--- src/rtl/lb_cnt_bank_pkg.sv ---
// Shared encodings for the LocalBus counter bank: channel FSM states and register offsets.
package lb_cnt_bank_pkg;

  typedef enum logic [1:0] {
    StReset    = 2'd0,
    StPause    = 2'd1,
    StCount    = 2'd2,
    StDisabled = 2'd3
  } ch_state_e;

  localparam logic [7:0] RegCtrl   = 8'h00;
  localparam logic [7:0] RegStatus = 8'h04;
  localparam logic [7:0] RegCount0 = 8'h08;
  localparam logic [7:0] RegStride = 8'h04;

endpackage

--- src/rtl/btn_debounce.sv ---
// Two-flop synchronizer followed by a stability counter; the output follows the input only
// after it has held a new level for DB_CYC consecutive clocks.
module btn_debounce #(
  parameter int unsigned DB_CYC = 1000000
) (
  input  logic clk_lb,
  input  logic reset_n,
  input  logic din,
  output logic dout
);

  localparam int unsigned CntW = (DB_CYC > 1) ? $clog2(DB_CYC) : 1;

  logic [1:0]      sync_q;
  logic [CntW-1:0] cnt_q;
  logic            dout_q;

  always_ff @(posedge clk_lb or negedge reset_n) begin
    if (!reset_n) begin
      sync_q <= '0;
      cnt_q  <= '0;
      dout_q <= 1'b0;
    end else begin
      sync_q <= {sync_q[0], din};
      if (DB_CYC == 0) begin
        dout_q <= sync_q[1];
        cnt_q  <= '0;
      end else if (sync_q[1] == dout_q) begin
        cnt_q <= '0;
      end else if (cnt_q == CntW'(DB_CYC - 1)) begin
        dout_q <= sync_q[1];
        cnt_q  <= '0;
      end else begin
        cnt_q <= cnt_q + CntW'(1);
      end
    end
  end

  assign dout = dout_q;

endmodule

--- src/rtl/lb_cnt_bank.sv ---
// Bank of NUM_CH up/down counters with LocalBus registers, debounced pause/clear buttons,
// an LED view of the selected counter and a Sump3 event vector.
module lb_cnt_bank
  import lb_cnt_bank_pkg::*;
#(
  parameter int unsigned NUM_CH    = 4,
  parameter int unsigned CNT_W     = 32,
  parameter int unsigned LED_W     = 8,
  parameter int unsigned DB_CYC    = 1000000,
  parameter logic [7:0]  BASE_ADDR = 8'hA0
) (
  input  logic             clk_lb,
  input  logic             reset_n,
  input  logic             btn_reset,
  input  logic             btn_pause,
  input  logic             lb_wr,
  input  logic             lb_rd,
  input  logic [31:0]      lb_addr,
  input  logic [31:0]      lb_wr_d,
  output logic [31:0]      lb_rd_d,
  output logic             lb_rd_rdy,
  output logic [LED_W-1:0] led,
  output logic [CNT_W+3:0] events
);

  logic reset_db, pause_db;

  btn_debounce #(.DB_CYC(DB_CYC)) u_db_reset (
    .clk_lb (clk_lb),
    .reset_n(reset_n),
    .din    (btn_reset),
    .dout   (reset_db)
  );

  btn_debounce #(.DB_CYC(DB_CYC)) u_db_pause (
    .clk_lb (clk_lb),
    .reset_n(reset_n),
    .din    (btn_pause),
    .dout   (pause_db)
  );

  logic [NUM_CH-1:0] en_q, dir_q;
  logic [2:0]        led_sel_q;
  logic [CNT_W-1:0]  cnt_v   [NUM_CH];
  ch_state_e         state_v [NUM_CH];
  logic              ovf_v   [NUM_CH];
  logic              hit_cnt [NUM_CH];
  logic [7:0]        offs;
  logic              hit_ctrl, hit_status, wr_status;
  logic              unused_bits;

  // Only the low address byte is decoded, relative to BASE_ADDR.
  assign offs        = lb_addr[7:0] - BASE_ADDR;
  assign hit_ctrl    = (offs == RegCtrl);
  assign hit_status  = (offs == RegStatus);
  assign wr_status   = lb_wr && hit_status;
  assign unused_bits = ^{lb_addr[31:8], lb_wr_d};

  always_ff @(posedge clk_lb or negedge reset_n) begin
    if (!reset_n) begin
      en_q      <= '1;
      dir_q     <= '0;
      led_sel_q <= '0;
    end else if (lb_wr && hit_ctrl) begin
      en_q      <= lb_wr_d[NUM_CH-1:0];
      dir_q     <= lb_wr_d[8 +: NUM_CH];
      led_sel_q <= lb_wr_d[18:16];
    end
  end

  for (genvar k = 0; k < NUM_CH; k++) begin : g_ch
    logic [CNT_W-1:0] cnt_q;
    ch_state_e        state_q;
    logic             ovf_q;
    logic             clr, load, step, wrap;

    assign hit_cnt[k] = (offs == RegCount0 + 8'(k) * RegStride);
    assign clr        = reset_db || (wr_status && lb_wr_d[8 + k]);
    assign load       = lb_wr && hit_cnt[k];
    // A channel leaving RESET holds its zero for that one edge before counting.
    assign step       = !clr && !load && en_q[k] && !pause_db && (state_q != StReset);
    assign wrap       = step && (dir_q[k] ? (cnt_q == '0) : (&cnt_q));

    always_ff @(posedge clk_lb or negedge reset_n) begin
      if (!reset_n) begin
        state_q <= StReset;
        cnt_q   <= '0;
        ovf_q   <= 1'b0;
      end else begin
        if (clr) begin
          state_q <= StReset;
          cnt_q   <= '0;
        end else if (load) begin
          cnt_q <= lb_wr_d[CNT_W-1:0];
        end else if (!en_q[k]) begin
          state_q <= StDisabled;
        end else if (pause_db) begin
          state_q <= StPause;
        end else begin
          state_q <= StCount;
          if (step) cnt_q <= dir_q[k] ? cnt_q - CNT_W'(1) : cnt_q + CNT_W'(1);
        end
        if (wrap) ovf_q <= 1'b1;
        else if (wr_status && lb_wr_d[k]) ovf_q <= 1'b0;
      end
    end

    assign cnt_v[k]   = cnt_q;
    assign state_v[k] = state_q;
    assign ovf_v[k]   = ovf_q;
  end

  logic [31:0] rd_val;
  logic        rd_hit;

  always_comb begin
    rd_val = '0;
    rd_hit = 1'b0;
    if (hit_ctrl) begin
      rd_hit              = 1'b1;
      rd_val[NUM_CH-1:0]  = en_q;
      rd_val[8 +: NUM_CH] = dir_q;
      rd_val[18:16]       = led_sel_q;
    end else if (hit_status) begin
      rd_hit        = 1'b1;
      rd_val[25:24] = {pause_db, reset_db};
      for (int k = 0; k < NUM_CH; k++) rd_val[k] = ovf_v[k];
    end else begin
      for (int k = 0; k < NUM_CH; k++) begin
        if (hit_cnt[k]) begin
          rd_hit = 1'b1;
          rd_val = 32'(cnt_v[k]);
        end
      end
    end
  end

  logic [31:0] rd_d_q;
  logic        rd_rdy_q;

  always_ff @(posedge clk_lb or negedge reset_n) begin
    if (!reset_n) begin
      rd_d_q   <= '0;
      rd_rdy_q <= 1'b0;
    end else begin
      rd_rdy_q <= lb_rd && rd_hit;
      rd_d_q   <= (lb_rd && rd_hit) ? rd_val : '0;
    end
  end

  assign lb_rd_d   = rd_d_q;
  assign lb_rd_rdy = rd_rdy_q;

  logic             sel_ok;
  logic [CNT_W-1:0] sel_cnt;
  ch_state_e        sel_state;

  always_comb begin
    sel_ok    = 1'b0;
    sel_cnt   = '0;
    sel_state = StReset;
    for (int k = 0; k < NUM_CH; k++) begin
      if (led_sel_q == 3'(k)) begin
        sel_ok    = 1'b1;
        sel_cnt   = cnt_v[k];
        sel_state = state_v[k];
      end
    end
  end

  logic [LED_W-1:0] led_q;

  always_ff @(posedge clk_lb or negedge reset_n) begin
    if (!reset_n) led_q <= '0;
    else          led_q <= sel_ok ? sel_cnt[CNT_W-1 -: LED_W] : '0;
  end

  assign led    = led_q;
  assign events = sel_ok ? {sel_state, pause_db, reset_db, sel_cnt} : '0;

endmodule
--- config.mk ---
export PLATFORM = sky130hd
export DESIGN_NAME = lb_cnt_bank
export DESIGN_NICKNAME = d
export VERILOG_FILES = /design/src/rtl/lb_cnt_bank_pkg.sv /design/src/rtl/btn_debounce.sv /design/src/rtl/lb_cnt_bank.sv
export SDC_FILE = /design/constraint.sdc
export NUM_CORES = 1
export LEC_CHECK = 0
export ABC_AREA = 1
export BUFFER_PORTS_ARGS = -buffer_cell sky130_fd_sc_hd__buf_2
export CAP_MARGIN = 15
export CORE_MARGIN = 4
export CORE_UTILIZATION = 23
export DETAILED_ROUTE_END_ITERATION = 10
export HOLD_SLACK_MARGIN = 0.05
export PLACE_DENSITY = 0.34
export SYNTH_ARGS = -nofsm -noshare
export SYNTH_HDL_FRONTEND = slang
export SYNTH_SLANG_ARGS = --single-unit
--- constraint.sdc ---
create_clock -name clk_lb -period 3.19 [get_ports clk_lb]
set_input_delay 0 -clock clk_lb [delete_from_list [all_inputs] [get_ports clk_lb]]
set_output_delay 0 -clock clk_lb [all_outputs]
set_load 0.005 [all_outputs]
==> flow_summary_export.csv, run 1 <==
group,metric,value,unit
sta,slew-limit-headroom,45.49,%
die,die_height,325.8,um
synth,synth_top_cells_by_area,"dfrtp_1 25%, nand2_1 21%, inv_1 11%",
clock_network,numCtsBuffers,35,
sta,period_needed,3.089,ns
sta,fin_crit_sh,96.83,%
sta,tns,0,ns
drt,maxUsedRoutingLayer,"met4",
drt,wl,120100,um
synth,syn-instance-count,3891,
setup_path,crit_path_start_kind,"flip-flop",
setup_path,cp_top_family,"buffers and inverters",
clock_network,cts_tree,"yes",
die,fp.dieW,325.8,um
die,rows,116,
synth,synthArstFlopShare,100.0,%
sta,max_freq,323.8,MHz
drt,num_vias,25606,
synth,syn_nets,4088,
drt,routedLengthMet1,56800,um
drt,post_drt_wl_per_cell,22.27,um
synth,synth_top_area_share,25.21,%
synth,yosys_warnings,0,
drt,drc,0,
sta,layout_setup_ws,0.1012,ns
drt,firstDrtPassIters,5,
clock_network,cts.htree.levels,2,
die,initial_core_util,23.19,%
setup_path,endpoint_kind,"output pin",
setup_path,critical_path.max_fanout,13,
placement,dp_hpwl,95960,um
global_routing,grt_pass1_wl,172400,um
flow_run,maxCapViolations,0,
clock_network,path_clk_slew,0.06,ns
pwr,powerDensity,587.8,nW/um^2
global_routing,grt.total_usage,22.02,%
synth,synth_top_cell_by_area,"dfrtp_1",
global_routing,grt_overflow,0,
die,die-area,106100,um^2
synth,synth_most_common_cell,"nand2_1",
drt,final_antenna_net_count,0,
synth,synth_common_cells,"1,294 x nand2_1, 676 x inv_1, 420 x nor2_1",
layout,nFillCells,11580,
layout,layout.nets,4264,
sta,finalSetupViolCount,0,
synth,synth_edf_count,0,
sta,worstMarginPinSlew,0.8177,ns
setup_path,cp_cell_sequence,"clkinvlp_4, nand3_1, clkinv_1, buf_4, a21oi_1, buf_2",
layout,insertedDiodeCount,0,
setup_path,crit_path_max_incr_delay,0.59,ns
sta,slew_viol_final,0,
layout,drive_gt1_share,7.841,%
setup_path,critPathKind,"reg2out",
clock_network,clockRootBuffer,"clkbuf_16",
synth,synth_ff_type,"dfrtp_1",
drt,wl_met3,7016,um
pwr,vdd_drop_max,303.9,uV
placement,place_worst_setup_slack,0.3612,ns
clock_network,clock_latency,0.58,ns
clock_network,cts_setup_buffers,0,
outcome,status,"completed",
setup_path,path_buf_inv,4,
clock_network,clk_path_buf_depth,3,
synth,syn_area_per_cell,5.969,um^2
synth,synth-seq-area-share,25.67,%
synth,mappedNetlistArea,23220,um^2
setup_path,critPathArrivalTime,3.09,ns
setup_path,cp.required,3.19,ns
drt,viasPerCell,4.749,
synth,ys_ff_latch,238,
drt,dr_wl_met2,52330,um
sta,fin_skew,0.03600,ns
placement,place_congestion,0.9044,
global_routing,grt_pass1_vias,24530,
placement,port_buffers,122,
min_path,min_path_type,"in2async",
global_routing,grt_max_degree,87,
die,io_pins,147,
pwr,power.total,15.96,mW
sta,rsz0062_at_grt,"no",
setup_path,critPathSlowestCell,"dfrtp_1",
sta,hold_violations,0,
clock_network,clkSinkCount,238,
global_routing,grt_antenna_before_repair,13,
pwr,p_leak,14.95,nW
die,core_area,100100,um^2
drt,drtIter0Drc,2312,
synth,synth.distinct_cells,56,
layout,syn_to_final_growth,16.94,%
per-layer routing:
metal | vias up | track usage [%]
li1 | 12708 | -
met1 | 12012 | 31.08
met2 | 748 | 34.74
met3 | 138 | 3.286
met4 | 0 | 6.512
met5 | - | 0
area by class of cell:
type | count | area, um^2 | share of cell area, %
repair buffers | 220 | 1549 | 5.704
flip-flops and latches | 238 | 5961 | 21.95
multi-input cells | 2864 | 14200 | 52.29
clock inverters | 13 | 140.1 | 0.5160
clock buffers | 51 | 1017 | 3.746
well taps | 1298 | 1624 | 5.980
inverters | 708 | 2665 | 9.813
worst paths after layout:
path	cells past startpoint	endpoint	start	slack (ns)
max	6	events[17]	led_sel_q[2]	0.10
min	2	u_db_pause.cnt_q[13]	reset_n	0.06
max reg2reg	11	g_ch[0].cnt_q[25]	dir_q[0]	0.41
min reg2reg	0	u_db_reset.sync_q[1]	u_db_reset.sync_q[0]	0.36
max in group asynchronous	3	g_ch[3].cnt_q[21]	reset_n	2.27
min in group clk_lb	5	lb_rd_d[10]	lb_addr[3]	0.12
registers in the layout (all words and copies together), names as in the netlist, 2 cells and up:
name and cells:
u_db_reset.sync_q 2, u_db_pause.cnt_q 20, g_ch.cnt_q 128, u_db_pause.sync_q 2, led 8, en_q 4, dir_q 4, g_ch.ovf_q 4
lb_rd_d 32, g_ch.state_q 8, u_db_reset.cnt_q 20, led_sel_q 3
report_power, final:
group | internal [mW] | leakage, nW | switching (mW)
Combinational | 2.20 | 11.3 | 4.38
Clock | 2.39 | 0.569 | 1.67
Sequential | 3.64 | 3.03 | 1.68
logic make-up after synthesis:
group | synth area share [%]
flops | 25.67
fa+ha+maj | 6.971
compound gates | 11.19
simple gates | 40.29
xor+xnor | 2.527
buf+inv | 13.31
mux | 0.04848
through the flow:
stage	utilization (%)	cells	hold slack, ns	cell area (um^2)
final	27.12	5392	0.05852	27160
after global routing	27.12	5392	0.1153	27160
after CTS	27.10	5392	0.07311	27140
after detailed placement	25.56	5291	0.09701	25600
after global placement	25.56	5291	0.09913	25600
after floorplan	-	3891	-0.2956	23220
cells in the final DEF, fill, tap and decap left out, drive strengths merged, types with 6 or more instances in the layout:
master	Yosys	routed
a211oi	6	6
a21o	6	6
a21oi	232	232
a221oi	7	7
a31oi	30	30
and2	10	10
buf	52	183
clkbuf	29	51
clkinv	13	21
dfrtp	234	234
dlygate4sd3	0	37
ha	123	123
inv	695	696
nand2	1302	1302
nand3	230	230
nand3b	7	7
nand4	122	122
nor2	440	440
nor3	42	42
nor4	34	34
o211ai	6	6
o21ai	128	128
o221ai	6	6
o22ai	33	33
or2	6	6
xnor2	37	37
xor2	30	30
timing repair:
action | in CTS | in global routing
endpoints found under the hold margin | 289 | 0
hold buffers | 37 | 0
gates resized for setup | 3 | 3
endpoints found under the setup margin | 3 | 3
Note: power is estimated with default switching activity, not from simulation.
==> run 2: changes to the inputs <==
--- a/config.mk
+++ b/config.mk
@@ -5,14 +5,13 @@
 export SDC_FILE = /design/constraint.sdc
 export NUM_CORES = 1
 export LEC_CHECK = 0
-export ABC_AREA = 1
 export BUFFER_PORTS_ARGS = -buffer_cell sky130_fd_sc_hd__buf_2
-export CAP_MARGIN = 15
+export CAP_MARGIN = 10
 export CORE_MARGIN = 4
 export CORE_UTILIZATION = 23
 export DETAILED_ROUTE_END_ITERATION = 10
 export HOLD_SLACK_MARGIN = 0.05
-export PLACE_DENSITY = 0.34
+export PLACE_DENSITY = 0.35
 export SYNTH_ARGS = -nofsm -noshare
 export SYNTH_HDL_FRONTEND = slang
 export SYNTH_SLANG_ARGS = --single-unit
==> run 2 against run 1 <==
Core utilization grew 3.9 points. Sequential power shrank 6.2%. Design area shrank 7.6%. Non-clock buffer count grew 217. Area after synthesis shrank 19%. Die area shrank 18%. Global-route usage shrank 2.0 points. Combinational power grew 55%. Power grew 21%. Critical path type is now reg2reg.
==> flow_summary_export.csv, run 2 <==
group,metric,value,unit
layout,largest_register,"g_ch.cnt_q",
layout,mostFrequentLayoutCell,"buf_4",
sta,layout_setup_ws,0.07126,ns
sta,fin_skew,0.02580,ns
global_routing,grt_pass1_wl,129100,um
drt,firstDrtPassIters,9,
layout,nFillCells,8621,
synth,synth_top_cells_by_area,"dfrtp_1 31%, ha_1 8.1%, a21oi_1 6.1%",
global_routing,grt_pass1_vias,18427,
setup_path,critPathKind,"reg2reg",
synth,synth-seq-area-share,31.56,%
placement,dp_hpwl,68230,um
pwr,vdd_drop_max,332.3,uV
pwr,powerDensity,770.7,nW/um^2
drt,drc,0,
sta,finalHoldWorstSlack,0.02254,ns
sta,period_needed,3.119,ns
global_routing,grt_overflow,0,
sta,finalSetupViolCount,0,
clock_network,clock_latency,0.58,ns
clock_network,clkSinkCount,238,
clock_network,clk_path_buf_depth,3,
die,fp.dieW,294.6,um
layout,insertedDiodeCount,0,
layout,ff_latch_area,5969,um^2
sta,max_freq,320.6,MHz
synth,syn_area_per_cell,8.652,um^2
synth,synth_ff_type,"dfrtp_1",
synth,synth_top_area_share,31.00,%
sta,hold_violations,0,
global_routing,grt_antenna_before_repair,4,
layout,drive_gt1_share,27.15,%
sta,slew-limit-headroom,41.17,%
die,die_height,294.6,um
clock_network,cts.htree.levels,2,
synth,syn_nets,2380,
clock_network,numCtsBuffers,37,
sta,worstMarginPinSlew,0.8804,ns
drt,wl,89090,um
layout,multiInputGateArea,13290,um^2
pwr,p_leak,10.75,nW
drt,drtIter0Drc,1570,
synth,synth.distinct_cells,88,
drt,post_drt_wl_per_cell,24.49,um
layout,layout.nets,2747,
placement,place_worst_setup_slack,-0.2821,ns
setup_path,critPathArrivalTime,3.54,ns
setup_path,reg2reg_from,"dir_q[2]",
sta,slew_viol_final,0,
flow_run,maxCapViolations,0,
synth,synth_top_cell_by_area,"dfrtp_1",
global_routing,grt_max_degree,81,
synth,mappedNetlistArea,18890,um^2
pwr,p_seq_share,25.8,%
synth,synth_common_cells,"234 x dfrtp_1, 231 x a21oi_1, 214 x nor2_1",
sta,tns,0,ns
setup_path,endpoint_kind,"flip-flop",
pwr,p_clk_share,21.5,%
drt,viasPerCell,5.242,
setup_path,r2r_cells,12,
die,die-area,86770,um^2
synth,yosys_warnings,0,
layout,layout_common_cells,"265 x buf_4, 229 x dfrtp_1, 216 x a21oi_1, 210 x nor2_1, 172 x nand2_1",
die,core_area,80940,um^2
pwr,cell_internal_pwr,11.04,mW
pwr,swShare,42.94,%
setup_path,rrSetupSlack,0.07,ns
min_path,min_path_type,"in2async",
synth,ys_ff_latch,238,
synth,syn-instance-count,2183,
setup_path,crit_path_start_kind,"flip-flop",
sta,fin_crit_sh,97.77,%
synth,synth_edf_count,0,
global_routing,grt.total_usage,20.06,%
synth,synthArstFlopShare,100.0,%
clock_network,clockRootBuffer,"clkbuf_16",
die,rows,104,
clock_network,path_clk_slew,0.06,ns
drt,num_vias,19070,
clock_network,cts_tree,"yes",
setup_path,critPathLaunch,"dir_q[2]",
pwr,p_sw,8.306,mW
die,io_pins,147,
setup_path,r2r_end,"g_ch[2].cnt_q[30]",
drt,final_antenna_net_count,0,
layout,syn_to_final_growth,32.88,%
layout,largest_reg_flops,128,
pwr,p_comb_share,52.7,%
sta,rsz0062_at_grt,"yes",
die,initial_core_util,23.34,%
setup_path,critical_path.max_fanout,4,
synth,synth_most_common_cell,"dfrtp_1",
placement,port_buffers,122,
outcome,status,"completed",
setup_path,cp.required,3.61,ns
placement,place_congestion,0.8722,
pwr,power.total,19.34,mW
## run 2: changes by cell type after synthesis, sizes merged, moves of 46 or more
| cell | before | now |
|---|---|---|
| a21o | 6 | 65 |
| clkbuf | 29 | 89 |
| inv | 695 | 28 |
| mux2 | 1 | 47 |
| nand2 | 1302 | 177 |
| nand3 | 230 | 42 |
| nand4 | 122 | 49 |
| nor2 | 440 | 214 |
| nor2b | 0 | 53 |
| o21ai | 128 | 178 |
## run 2: kinds of logic after synthesis
kind of cell	count (synthesis)	share of synthesized area, %
AOI/OAI and AO/OA	718	24.24
xor gates and xnor gates	139	6.445
adders and majority gates	127	8.572
buffers and inverters	137	2.749
DFF	238	31.56
muxes	89	7.280
and+or+nand+nor	735	19.16
## run 2: what timing repair did
action | in CTS | in global routing
resized for setup | 44 | 126
pin swaps | 11 | 45
hold endpoints to repair | 330 | 0
hold buffers | 37 | 0
buffers inserted | 8 | 10
setup endpoints to repair | 22 | 35
cloned | 0 | 1
## run 2: layer usage
metal,track usage [%],share of wire [%],up-vias
li1,-,-,8939
met1,28.19,46,9417
met2,31.45,45,578
met3,2.871,5.1,134
met4,7.139,3.9,2
met5,0,0.015,-
## run 2: cell type report
class	instances	area share [%]
multi-input cells	1808	52.95
flip-flops and latches	238	23.78
repair buffers	437	12.75
well taps	1060	5.284
clock buffers	58	4.407
inverters	28	0.4187
clock inverters	9	0.4038
## run 2: critical path, cell delays in order, from the launching register on
cell and delay (ns):
dfrtp_4 0.50, buf_4 0.17, fa_2 0.41, a211oi_4 0.29
o21ai_2 0.14, a21oi_4 0.24, o21ai_4 0.10, a41oi_4 0.28
o31ai_4 0.10, a41o_1 0.28, a211oi_1 0.24, a31o_2 0.14
a31oi_1 0.08
## run 2: how the worst max path moves through the flow
stage	depth (start not counted)	endpoint
3_3_place_gp	13	g_ch[3].cnt_q[31]
3_5_place_dp	13	g_ch[3].cnt_q[31]
2_1_floorplan	11	g_ch[0].cnt_q[28]
6_report	12	g_ch[2].cnt_q[30]
4_1_cts	11	g_ch[2].cnt_q[30]
5_1_grt	12	g_ch[0].cnt_q[28]
## run 2: power by group through the flow
stage                     clock (mW)  sequential [mW]  combinational, mW
after CTS                       4.32             4.94               9.73
after global placement             0             4.98               9.46
after global routing            4.45             5.09               11.1
after detailed placement           0             4.98               9.45
after floorplan                    0             4.81               5.14
final                           4.16             4.99               10.2
## run 2: metrics by stage
stage	std cells	util [%]	cell area [um^2]
after global placement	3515	27.78	22490
after detailed placement	3515	27.78	22490
after floorplan	2183	-	18890
after CTS	3627	30.08	24350
final	3638	31.01	25100
after global routing	3638	31.01	25100
==> run 3: changes to the inputs <==
--- a/config.mk
+++ b/config.mk
@@ -7,11 +7,12 @@
 export LEC_CHECK = 0
 export BUFFER_PORTS_ARGS = -buffer_cell sky130_fd_sc_hd__buf_2
 export CAP_MARGIN = 10
+export CORE_ASPECT_RATIO = 1.75
 export CORE_MARGIN = 4
 export CORE_UTILIZATION = 23
 export DETAILED_ROUTE_END_ITERATION = 10
 export HOLD_SLACK_MARGIN = 0.05
-export PLACE_DENSITY = 0.35
 export SYNTH_ARGS = -nofsm -noshare
 export SYNTH_HDL_FRONTEND = slang
 export SYNTH_SLANG_ARGS = --single-unit
+export TNS_END_PERCENT = 10
==> run 3 against run 2 <==
The flow now finishes with violations (setup timing). Critical endpoint is now g_ch[1].cnt_q[31]. Largest power group unchanged. Clock power decreased by 21%. Combinational power about the same. Core utilization decreased by 0.58 points. Design area decreased by 1.6%.
==> flow_summary_export.csv, run 3 (synthesis gave the netlist of run 2 again) <==
group,metric,value,unit
setup_path,crit_path_max_incr_delay,0.50,ns
setup_path,critPathKind,"reg2reg",
setup_path,worstSetupPathDepth,12,
clock_network,clock_latency,0.59,ns
setup_path,crit_path_start_kind,"flip-flop",
sta,rsz0062_at_grt,"yes",
layout,syn_to_final_growth,30.72,%
layout,largest_reg_flops,128,
setup_path,cp_top_family,"compound AO/OA/AOI/OAI gates",
layout,layout_common_cells,"284 x buf_4, 229 x dfrtp_1, 219 x a21oi_1, 211 x nor2_1, 174 x nand2_1",
sta,layout_setup_ws,-0.05680,ns
sta,slew_viol_final,0,
clock_network,clk_path_buf_depth,3,
global_routing,grt_max_degree,89,
sta,slew-limit-headroom,29.11,%
sta,finalHoldWorstSlack,0.01701,ns
sta,max_freq,308.0,MHz
pwr,p_leak,10.74,nW
setup_path,critical_path.max_fanout,11,
layout,layout.nets,2759,
global_routing,grt_pass1_vias,19892,
die,io_pins,147,
sta,fin_crit_sh,101.8,%
pwr,powerDensity,736.3,nW/um^2
drt,num_vias,19614,
global_routing,grt_pass1_wl,120300,um
setup_path,critPathArrivalTime,3.73,ns
setup_path,cp.required,3.68,ns
drt,wl,82380,um
sta,finalSetupViolCount,5,
clock_network,numCtsBuffers,27,
setup_path,r2r_cells,12,
min_path,min_path_type,"in2async",
flow_run,maxCapViolations,0,
global_routing,grt.total_usage,17.96,%
setup_path,endpoint_kind,"flip-flop",
drt,viasPerCell,5.396,
die,die-area,86950,um^2
sta,period_needed,3.247,ns
pwr,vdd_drop_max,439.7,uV
setup_path,cpMostUsedCell,"a21oi_1",
sta,fin_skew,0.01568,ns
outcome,status,"finished, violations left",
clock_network,clkSinkCount,238,
placement,port_buffers,122,
outcome,failed_checks,"setup timing",
die,die_height,387.1,um
clock_network,cts_tree,"yes",
layout,largest_register,"g_ch.cnt_q",
sta,worstMarginPinSlew,1.063,ns
layout,final_cells,3635,
setup_path,critPathSlowestCell,"dfrtp_2",
sta,tns,-0.1662,ns
placement,place_area,22790,um^2
layout,mostFrequentLayoutCell,"buf_4",
setup_path,critPathLaunch,"dir_q[1]",
layout,nFillCells,8579,
layout,fin_area,24690,um^2
drt,post_drt_wl_per_cell,22.66,um
die,rows,138,
setup_path,cp_cell_sequence,"ha_1, a21oi_1, o21ai_0, a2111oi_1, a21oi_1, buf_4, a221oi_4, o32a_4, a31oi_4, nand3_1, a21oi_1, a311oi_1",
global_routing,grt_overflow,0,
clock_network,clockRootBuffer,"clkbuf_16",
die,fp.dieW,224.6,um
placement,placedCellCount,3539,
sta,hold_violations,0,
placement,dp_hpwl,64850,um
setup_path,path_buf_inv,1,
clock_network,cts.htree.levels,1,
drt,firstDrtPassIters,11,
clock_network,path_clk_slew,0.07,ns
layout,drive_gt1_share,25.76,%
drt,drc,0,
die,core_area,81150,um^2
global_routing,grt_antenna_before_repair,8,
placement,place_congestion,0.9525,
die,initial_core_util,23.27,%
drt,final_antenna_net_count,0,
drt,drtIter0Drc,1526,
setup_path,reg2reg_from,"dir_q[1]",
[run 3: area by class of cell]
| cell class | instances | area, um^2 | share of cell area (%) |
|---|---|---|---|
| tap | 1050 | 1314 | 5.321 |
| inverter | 28 | 105.1 | 0.4257 |
| sequential | 238 | 5967 | 24.17 |
| multi-input combinational | 1808 | 12970 | 52.55 |
| timing repair buffer | 459 | 3421 | 13.85 |
| clock inverter | 13 | 132.6 | 0.5371 |
| antenna | 3 | 7.507 | 0.03040 |
| clock buffer | 36 | 769.5 | 3.116 |
[run 3: repair_timing]
action / CTS / global route
pin swaps: 6 / 33
endpoints found under the hold margin: 376 / 0
cloned: 0 / 2
buffers inserted: 0 / 6
endpoints found under the setup margin: 31 / 36
hold buffers: 37 / 0
gates resized for setup: 29 / 80
[run 3: worst reg2reg max path: cells and delay by family (launching register included)]
kind                       cells  cell delay, ns
and+or+nand+nor                1            0.13
DFF                            1            0.50
adders and majority gates      1            0.40
buffers and inverters          1            0.19
AOI/OAI and AO/OA              9            1.93
[run 3: power breakdown]
part	internal, mW	switching (mW)	total (mW)
logic	4.65	5.34	9.99
registers	3.85	1.06	4.91
clock network	1.86	1.42	3.28
total	10.4	7.83	18.2
[run 3: path summary, 6_finish.rpt]
path	slack, ns	endpoint
max reg2reg	-0.06	g_ch[1].cnt_q[31]
max in group asynchronous	2.29	dir_q[3]
min reg2reg	0.36	u_db_pause.sync_q[1]
min in group clk_lb	0.08	u_db_reset.sync_q[0]
min	0.02	g_ch[0].cnt_q[26]
max	-0.06	g_ch[1].cnt_q[31]
[run 3: stage by stage]
| step | util [%] | power, mW | setup WS, ns |
|---|---|---|---|
| after floorplan | - | 9.952 | -0.1640 |
| after global routing | 30.42 | 19.26 | -0.2194 |
| after global placement | 28.08 | 14.20 | -0.3280 |
| after detailed placement | 28.08 | 14.30 | -0.3658 |
| final | 30.43 | 18.18 | -0.05680 |
| after CTS | 29.81 | 17.76 | -0.1131 |
[run 3: layer usage]
metal  vias up  wire (um)  GRT usage, %
met3       331       4565         2.525
met4         2       8279         14.58
li1       8939          -             -
met5         -         13             0
met2       833      41390         32.14
met1      9509      28130         18.37
